### src/rtl/param_fifo_pkg.sv
// Shared types and sizing helpers for the parametrised synchronous FIFO.
// Exports fifo_op_e (accepted-operation decode) and fifo_status_s (flag bundle).
package param_fifo_pkg;

    localparam int DEF_DATA_WIDTH = 16;
    localparam int DEF_DEPTH      = 8;
    localparam int STAT_CNT_W     = 16;

    typedef enum logic [1:0] {
        OP_IDLE = 2'b00,
        OP_RD   = 2'b01,
        OP_WR   = 2'b10,
        OP_RW   = 2'b11
    } fifo_op_e;

    typedef struct packed {
        logic                  full;
        logic                  empty;
        logic                  almostfull;
        logic                  almostempty;
        logic [STAT_CNT_W-1:0] count;
    } fifo_status_s;

    // PTR_W = $clog2(DEPTH); CNT_W = $clog2(DEPTH+1)
    function automatic int ptr_w(input int depth);
        return (depth < 2) ? 1 : $clog2(depth);
    endfunction

    function automatic int cnt_w(input int depth);
        return $clog2(depth + 1);
    endfunction

    function automatic fifo_op_e op_decode(input logic wr_acc,
                                           input logic rd_acc);
        fifo_op_e op;
        unique case ({wr_acc, rd_acc})
            2'b10:   op = OP_WR;
            2'b01:   op = OP_RD;
            2'b11:   op = OP_RW;
            default: op = OP_IDLE;
        endcase
        return op;
    endfunction

endpackage

### src/rtl/param_fifo_ctrl.sv
// FIFO control: pointers, occupancy count, status flags, registered ack/error flags.
// Ports: i_clk, i_rst (async high), i_wr_en, i_rd_en -> o_wr_ptr, o_rd_ptr, o_op,
//        o_status, o_wr_ack, o_overflow, o_underflow, o_err_sticky.
module param_fifo_ctrl
    import param_fifo_pkg::*;
#(
    parameter int DEPTH = 8,
    parameter int AF_TH = DEPTH - 1,
    parameter int AE_TH = 1,
    parameter int PTR_W = ptr_w(DEPTH),
    parameter int CNT_W = cnt_w(DEPTH)
) (
    input  logic             i_clk,
    input  logic             i_rst,
    input  logic             i_wr_en,
    input  logic             i_rd_en,
    output logic [PTR_W-1:0] o_wr_ptr,
    output logic [PTR_W-1:0] o_rd_ptr,
    output fifo_op_e         o_op,
    output fifo_status_s     o_status,
    output logic             o_wr_ack,
    output logic             o_overflow,
    output logic             o_underflow,
    output logic             o_err_sticky
);

    localparam logic [CNT_W-1:0] C_DEPTH = CNT_W'(DEPTH);
    localparam logic [CNT_W-1:0] C_AF    = CNT_W'(AF_TH);
    localparam logic [CNT_W-1:0] C_AE    = CNT_W'(AE_TH);
    localparam logic [PTR_W-1:0] P_LAST  = PTR_W'(DEPTH - 1);

    logic [PTR_W-1:0] r_wr_ptr;
    logic [PTR_W-1:0] r_rd_ptr;
    logic [CNT_W-1:0] r_count;
    logic             r_wr_ack;
    logic             r_overflow;
    logic             r_underflow;
    logic             r_err;

    logic     w_full;
    logic     w_empty;
    logic     w_ovf;
    logic     w_udf;
    fifo_op_e w_op;

    assign w_full  = (r_count == C_DEPTH);
    assign w_empty = (r_count == '0);
    assign w_ovf   = i_wr_en & w_full;
    assign w_udf   = i_rd_en & w_empty;
    assign w_op    = op_decode(i_wr_en & ~w_full, i_rd_en & ~w_empty);

    always_ff @(posedge i_clk or posedge i_rst) begin
        if (i_rst) begin
            r_wr_ptr    <= '0;
            r_rd_ptr    <= '0;
            r_count     <= '0;
            r_wr_ack    <= 1'b0;
            r_overflow  <= 1'b0;
            r_underflow <= 1'b0;
            r_err       <= 1'b0;
        end else begin
            // explicit wrap compare keeps non-power-of-2 depths correct
            if (w_op == OP_WR || w_op == OP_RW) begin
                r_wr_ptr <= (r_wr_ptr == P_LAST) ? '0 : r_wr_ptr + PTR_W'(1);
            end
            if (w_op == OP_RD || w_op == OP_RW) begin
                r_rd_ptr <= (r_rd_ptr == P_LAST) ? '0 : r_rd_ptr + PTR_W'(1);
            end
            unique case (w_op)
                OP_WR:   r_count <= r_count + CNT_W'(1);
                OP_RD:   r_count <= r_count - CNT_W'(1);
                default: r_count <= r_count;
            endcase
            r_wr_ack    <= (w_op == OP_WR || w_op == OP_RW);
            r_overflow  <= w_ovf;
            r_underflow <= w_udf;
            r_err       <= r_err | w_ovf | w_udf;
        end
    end

    assign o_wr_ptr     = r_wr_ptr;
    assign o_rd_ptr     = r_rd_ptr;
    assign o_op         = w_op;
    assign o_wr_ack     = r_wr_ack;
    assign o_overflow   = r_overflow;
    assign o_underflow  = r_underflow;
    assign o_err_sticky = r_err;

    always_comb begin
        o_status             = '0;
        o_status.full        = w_full;
        o_status.empty       = w_empty;
        o_status.almostfull  = (r_count >= C_AF);
        o_status.almostempty = !w_empty && (r_count <= C_AE);
        o_status.count       = STAT_CNT_W'(r_count);
    end

endmodule

### src/rtl/param_sync_fifo.sv
// Parametrised single-clock FIFO: storage array and read-data path around param_fifo_ctrl.
// Ports: clk, rst (async high), wr_en, rd_en, data_in -> data_out, wr_ack, overflow,
//        underflow, err_sticky, full, empty, almostfull, almostempty, count.
// Build option: PARAM_FIFO_FWFT_EN selects first-word-fall-through read data.
module param_sync_fifo
    import param_fifo_pkg::*;
#(
    parameter int DATA_WIDTH = DEF_DATA_WIDTH,
    parameter int DEPTH      = DEF_DEPTH,
    parameter int AF_TH      = DEPTH - 1,
    parameter int AE_TH      = 1
) (
    input  logic                      clk,
    input  logic                      rst,
    input  logic                      wr_en,
    input  logic                      rd_en,
    input  logic [DATA_WIDTH-1:0]     data_in,
    output logic [DATA_WIDTH-1:0]     data_out,
    output logic                      wr_ack,
    output logic                      overflow,
    output logic                      underflow,
    output logic                      err_sticky,
    output logic                      full,
    output logic                      empty,
    output logic                      almostfull,
    output logic                      almostempty,
    output logic [$clog2(DEPTH+1)-1:0] count
);

    localparam int PTR_W = ptr_w(DEPTH);
    localparam int CNT_W = cnt_w(DEPTH);

    if (DEPTH < 2) begin : g_bad_depth
        $error("param_sync_fifo: DEPTH must be >= 2");
    end
    if (AF_TH > DEPTH || AF_TH < 1) begin : g_bad_af
        $error("param_sync_fifo: AF_TH must lie in 1..DEPTH");
    end
    if (AE_TH >= DEPTH) begin : g_bad_ae
        $error("param_sync_fifo: AE_TH must be < DEPTH");
    end

    logic [DATA_WIDTH-1:0] r_mem [DEPTH];

    logic [PTR_W-1:0] w_wr_ptr;
    logic [PTR_W-1:0] w_rd_ptr;
    fifo_op_e         w_op;
    fifo_status_s     w_status;

    param_fifo_ctrl #(
        .DEPTH (DEPTH),
        .AF_TH (AF_TH),
        .AE_TH (AE_TH),
        .PTR_W (PTR_W),
        .CNT_W (CNT_W)
    ) u_ctrl (
        .i_clk        (clk),
        .i_rst        (rst),
        .i_wr_en      (wr_en),
        .i_rd_en      (rd_en),
        .o_wr_ptr     (w_wr_ptr),
        .o_rd_ptr     (w_rd_ptr),
        .o_op         (w_op),
        .o_status     (w_status),
        .o_wr_ack     (wr_ack),
        .o_overflow   (overflow),
        .o_underflow  (underflow),
        .o_err_sticky (err_sticky)
    );

    // storage is deliberately not reset
    always_ff @(posedge clk) begin
        if (w_op == OP_WR || w_op == OP_RW) begin
            r_mem[w_wr_ptr] <= data_in;
        end
    end

`ifdef PARAM_FIFO_FWFT_EN
    // head of queue is visible without a read; zero while empty
    assign data_out = w_status.empty ? '0 : r_mem[w_rd_ptr];
`else
    logic [DATA_WIDTH-1:0] r_dout;

    always_ff @(posedge clk or posedge rst) begin
        if (rst) begin
            r_dout <= '0;
        end else if (w_op == OP_RD || w_op == OP_RW) begin
            r_dout <= r_mem[w_rd_ptr];
        end
    end

    assign data_out = r_dout;
`endif

    assign full        = w_status.full;
    assign empty       = w_status.empty;
    assign almostfull  = w_status.almostfull;
    assign almostempty = w_status.almostempty;
    assign count       = CNT_W'(w_status.count);

endmodule

### config.mk
export PLATFORM = sky130hd
export DESIGN_NAME = param_sync_fifo
export DESIGN_NICKNAME = d
export VERILOG_FILES = /design/src/rtl/param_fifo_pkg.sv /design/src/rtl/param_fifo_ctrl.sv /design/src/rtl/param_sync_fifo.sv
export SDC_FILE = /design/constraint.sdc
export NUM_CORES = 1
export LEC_CHECK = 0
export ABC_AREA = 0
export BUFFER_PORTS_ARGS = -buffer_cell sky130_fd_sc_hd__buf_2
export CAP_MARGIN = 20
export CELL_PAD_IN_SITES_DETAIL_PLACEMENT = 0
export CELL_PAD_IN_SITES_GLOBAL_PLACEMENT = 1
export CORE_MARGIN = 2
export CORE_UTILIZATION = 38
export CTS_CLUSTER_DIAMETER = 200
export DETAILED_ROUTE_END_ITERATION = 10
export PLACE_DENSITY_LB_ADDON = 0.1
export RECOVER_POWER = 50
export SLEW_MARGIN = 5
export SYNTH_ARGS = -nofsm -noshare
export SYNTH_HDL_FRONTEND = slang
export SYNTH_HIERARCHICAL = 1
export SYNTH_SLANG_ARGS = --single-unit
### constraint.sdc
create_clock -name clk -period 5.5 [get_ports clk]
set_input_delay 0.825 -clock clk [delete_from_list [all_inputs] [get_ports clk]]
set_output_delay 0.825 -clock clk [all_outputs]
set_load 0.005 [all_outputs]
Word-level counts from Yosys, hierarchy flattened
Memories as Yosys holds them, arrays and structs flattened. A register that Yosys moved wholly into a read port is not among the register bits.
Index checks and enable logic that the tools add are counted.

word-level totals
  input bits = 20
  RAM bits = 128
  register bits after elaboration = 14
  memories = 1
  bits in read-only memories = 0
  output and inout port bits = 28
  latch bits = 0

memories
  name   depth  width  rd ports  clocked after Yosys merged registers in  wr ports  RTL line               source
  r_mem  8      16     1         1                                        1         param_sync_fifo.sv:43  logic [DATA_WIDTH-1:0] r_mem [DEPTH];

operators by class
  divide/modulo/power cells = 0
  muxes and demuxes = 6
  bitwise operators = 8
  $lt $le $gt $ge = 2
  shift operators = 0
  equal/unequal tests = 9
  add/sub/neg operators = 4
  multipliers = 0
  reduce and logical (&&, ||, !) cells = 6

operator list
  operator                                                                count
  2-bit equality test (second input constant)                             4
  4-bit case mux with 2 select lines                                      1
  3-bit by 1-bit adder with 3-bit output (second input constant)          2
  3-bit equality test (second input constant)                             2
  3-bit 2-to-1 mux                                                        2
  2-bit case mux with 3 select lines                                      1
  4-bit by 1-bit adder with 4-bit output (second input constant)          1
  1-bit bitwise AND                                                       4
  2-bit by 1-bit equality test with 1-bit output (second input constant)  2
  4-bit equality test (second input constant)                             1
  4-bit by 3-bit >= comparator with 1-bit output (second input constant)  1
  4-bit by 1-bit <= comparator with 1-bit output (second input constant)  1
  4-bit zero test                                                         1
  4-bit by 1-bit subtractor with 4-bit output (second input constant)     1
  1-bit logical OR                                                        2
  1-bit 2-to-1 mux                                                        2
  1-bit inverter                                                          2
  1-bit bitwise OR                                                        2
  2-bit nonzero test                                                      1
  1-bit logical AND                                                       1
  1-bit zero test                                                         1

Logic depth before layout (Yosys ltp)
  word-level depth = 9
  depth in mapped cells = 10

Modules after synthesis
Netlist, hierarchy kept.

by module, submodules not included
  module           area each (sq um)  cells an instance  times used
  param_sync_fifo  5652.9             326                1
  param_fifo_ctrl  843.3              77                 1

Least setup slack after synthesis
Ideal clock, no wire load.

  path type = flip-flop to flip-flop
  start = register u_ctrl.r_count[0]
  end = memory r_mem[0][0] (netlist bit), enable pin
  library setup time = 0.409 ns
  path slack = 2.300 ns
  stages on the path, launching flop included = 11
  data arrival time = 2.790 ns
  required time = 5.091 ns
  cells stage by stage = dfrtp_1 inv_1 ha_1 nor3b_1 nand2b_2 inv_1 ha_1 nor2_1 inv_1 nand2b_1 nor3_1

between the ends
  word-level cells in the longest chain between the ends = 9
  elaborated cells between the ends (all ways) = 15
  classes of those cells = 6 x eq/ne; 3 x mux; 4 x bitwise; 2 x reduce/logical

ends and longest elaborated chain
  item                                                                                          RTL line               source
  from (decl)                                                                                   param_fifo_ctrl.sv:34  logic [CNT_W-1:0] r_count;
  from (signal assigned)                                                                        param_fifo_ctrl.sv:70  OP_WR: r_count <= r_count + CNT_W'(1);
  from (signal assigned)                                                                        param_fifo_ctrl.sv:71  OP_RD: r_count <= r_count - CNT_W'(1);
  from (signal assigned)                                                                        param_fifo_ctrl.sv:72  default: r_count <= r_count;
  4-bit zero test (*)                                                                           param_fifo_ctrl.sv:47  assign w_empty = (r_count == '0);
  named net u_ctrl.w_empty                                                                      param_fifo_ctrl.sv:41  logic w_empty;
  1-bit inverter (*)                                                                            param_fifo_ctrl.sv:50  assign w_op = op_decode(i_wr_en & ~w_full, i_rd_en & ~w_empty);
  1-bit bitwise AND (*)                                                                         param_fifo_ctrl.sv:50
  2-bit equality test / 2-bit by 1-bit equality test with 1-bit output (equally long branches)  param_fifo_pkg.sv:36   unique case ({wr_acc, rd_acc})
  2-bit case mux with 3 select lines (*)                                                        param_fifo_pkg.sv:36
  named net w_op[0]                                                                             param_sync_fifo.sv:47  fifo_op_e w_op;
  2-bit equality test                                                                           param_sync_fifo.sv:73  if (w_op == OP_WR || w_op == OP_RW) begin
  1-bit logical OR (*)                                                                          param_sync_fifo.sv:73
  1-bit 2-to-1 mux (*)                                                                          param_sync_fifo.sv:73
  1-bit 2-to-1 mux (implied by the code) (*)                                                    param_sync_fifo.sv:74  r_mem[w_wr_ptr] <= data_in;
  to (decl)                                                                                     param_sync_fifo.sv:43

Mark *: on every way through the listed nets, which the timed path passes. The rest lies on a longest branch.

Worst setup path in the final report
  start = register u_ctrl.r_count[0]
  end = memory r_mem[1][9] (netlist bit), enable pin

between the ends
  word-level cells in the longest chain between the ends = 9
  elaborated cells between the ends (all ways) = 15
  classes of those cells = 6 x eq/ne; 3 x mux; 4 x bitwise; 2 x reduce/logical

ends and longest elaborated chain
  item                                                                                          RTL line
  4-bit equality test / 4-bit zero test (equally long branches)                                 param_fifo_ctrl.sv:46, param_fifo_ctrl.sv:47
  1-bit inverter                                                                                param_fifo_ctrl.sv:50
  1-bit bitwise AND                                                                             param_fifo_ctrl.sv:50
  2-bit equality test / 2-bit by 1-bit equality test with 1-bit output (equally long branches)  param_fifo_pkg.sv:36
  2-bit case mux with 3 select lines (*)                                                        param_fifo_pkg.sv:36
  named net w_op[1]                                                                             param_sync_fifo.sv:47
  2-bit equality test                                                                           param_sync_fifo.sv:73
  1-bit logical OR (*)                                                                          param_sync_fifo.sv:73
  1-bit 2-to-1 mux (*)                                                                          param_sync_fifo.sv:73
  1-bit 2-to-1 mux (implied by the code) (*)                                                    param_sync_fifo.sv:74

Marks and branches as above.

==> flow_summary.toml <==
[run_status]
status = "completed"

[worst_setup_path]
crit_path_max_fanout = 9
cp-end-kind = "flop"
crit_required_ps = 5620
cpPeakStageDelay_ps = 580
cp_cell_sequence = "inv_1 > ha_1 > nor3b_1 > nand2b_2 > ha_1 > nor2_1 > inv_1 > nand2b_1 > nor2_1 > buf_4"
startpoint_type = "flop"
cp.arrival_ps = 3070
critPathSlowestCell = "nor2_1"
path_class = "flop to flop"

[clocking]
cts_hold_buf = 0
cts_setup_buffers = 0
cts_sinks = 158
insertion_delay_ps = 420
htree_num_levels = 4
clk_pin_slew_ps = 60
cts_tree = "built"
cts.path.max_buffers = 2
cts_root_buf = "clkbuf_16"
cts_buffers = 17
ctsResizeCount = 0

[placement]
gp_congestion = 0.7009
port_buffers = 47
dpl.hpwl_um = 8087

[min_path]
min_path_type = "input pin to async pin"

[global_routing]
grt_max_degree = 44
overflow = 0
antenna_found_initial = 0
grt_pass1_vias = 3607
grt_usage_pct = 16.14
grt_pass1_wl_um = 21070

[die]
die-area_mm2 = 0.01790
initial_core_util_pct = 38.74
ioPinCount = 48
core.rowCount = 47
die_w_um = 133.8
core-area_mm2 = 0.01652
die_h_um = 133.8

[pwr]
power_frac_comb_pct = 28.2
sw_frac_of_total_pct = 31.71
internal_power_mw = 2.696
irDropWorstVdd_mv = 0.2308
sequentialPowerShare_pct = 43.8
power.density_mw_per_mm2 = 533.4
p_clk_share_pct = 28.1
leakage_nw = 2.819
switchingPower_mw = 1.252

[drt]
drt_iter0_drc = 193
via_per_inst = 5.112
via_count = 3471
wl_per_cell_um = 20.25
totalWireLength_um = 13750
remaining_drc_errors = 0
drt.antenna.violating_nets = 0
drt_pass1_iterations = 5

[timing]
fmax_ghz = 0.3389
rsz0062_at_grt = "no"
fin_crit_sh_pct = 53.65
relSlewSlack_pct = 36.27
finalHoldViolCount = 0
drv_slew = 0
tightest_slew_ps = 955.0
finalCriticalPeriod_ps = 2950
finalSetupViolCount = 0
worst_clock_skew_ps = 7.963
tns_ps = 0

[cells_and_area]
final_common_cell = "edfxtp_1"
antenna_cells = 0
drive_gt1_share_pct = 18.30
nNetsFinal = 476
layout_common_cells = "128 x edfxtp_1, 49 x mux2i_1, 34 x nor2b_1"
final_util_pct = 44.79
syn2layout_area_growth_pct = 15.61

[logic_synthesis]
syn-instance-count = 390
yosysWarnings = 6
syn_avg_cell_area_um2 = 16.42
synth.net_count = 420
synth_area_mm2 = 0.006402

[run]
max-cap-violations = 0
final cells by class:
| cell class | instances | area, um^2 |
|---|---|---|
| clock buffers | 18 | 429.2 |
| clock inverters | 14 | 126.4 |
| fillers | 1468 | 9123 |
| inverters | 9 | 33.78 |
| multi-input cells | 200 | 1630 |
| flip-flops and latches | 158 | 4598 |
| well taps | 220 | 275.3 |
| repair buffers | 60 | 309.0 |
per-layer routing:
metal	vias to the layer above	GRT usage [%]	routed length, um
li1	1611	-	-
met1	1784	21.58	6361
met2	63	25.61	6661
met3	13	3.250	518
met4	0	7.270	206
met5	-	0	0
critical path: cells and delay by family (launching register included):
family / cells / cell delay, ps
adders and majority gates: 2 / 370
buffers and inverters: 3 / 510
DFF: 1 / 450
and+or+nand+nor: 5 / 1310
worst paths after layout:
path | startpoint | to | slack, ps | depth (start not counted)
hold reg to reg | u_ctrl/o_err_sticky | u_ctrl/o_err_sticky | 470 | 1
min in group clk | u_ctrl/o_err_sticky | u_ctrl/o_err_sticky | 470 | 1
setup reg to reg | u_ctrl/r_count[0] | r_mem[1][9] | 2550 | 10
hold / removal | rst | u_ctrl/o_overflow | 460 | 2
max in group asynchronous | rst | data_out[12] | 4380 | 2
setup / recovery | u_ctrl/r_count[0] | r_mem[1][9] | 2550 | 10
power groups by stage:
stage	Combinational, mW	Clock, mW	Sequential, mW
final	1.11	1.11	1.73
after floorplan	0.845	0	1.67
after CTS	1.14	1.13	1.73
after detailed placement	1.13	0	1.75
after global routing	1.23	1.18	1.76
after global placement	1.12	0	1.75
metrics by stage:
step | setup WS (ps) | total power, mW | hold slack, ps | std cells | area [um^2]
after detailed placement | 2533 | 2.886 | 454.5 | 647 | 6870
final | 2550 | 3.948 | 463.7 | 679 | 7402
after global routing | 2191 | 4.171 | 485.9 | 679 | 7402
after floorplan | 2300 | 2.516 | 464.1 | 390 | 6402
after CTS | 2504 | 4.004 | 468.9 | 679 | 7426
after global placement | 2642 | 2.872 | 453.0 | 647 | 6870
state kept, by name (all words and copies together) (netlist names):
name / count
r_mem: 128
u_ctrl/o_wr_ptr: 3
u_ctrl/o_wr_ack: 1
data_out: 16
u_ctrl/o_overflow: 1
u_ctrl/o_underflow: 1
u_ctrl/r_count: 4
u_ctrl/o_rd_ptr: 3
u_ctrl/o_err_sticky: 1
(Power assumes the default switching activity.)
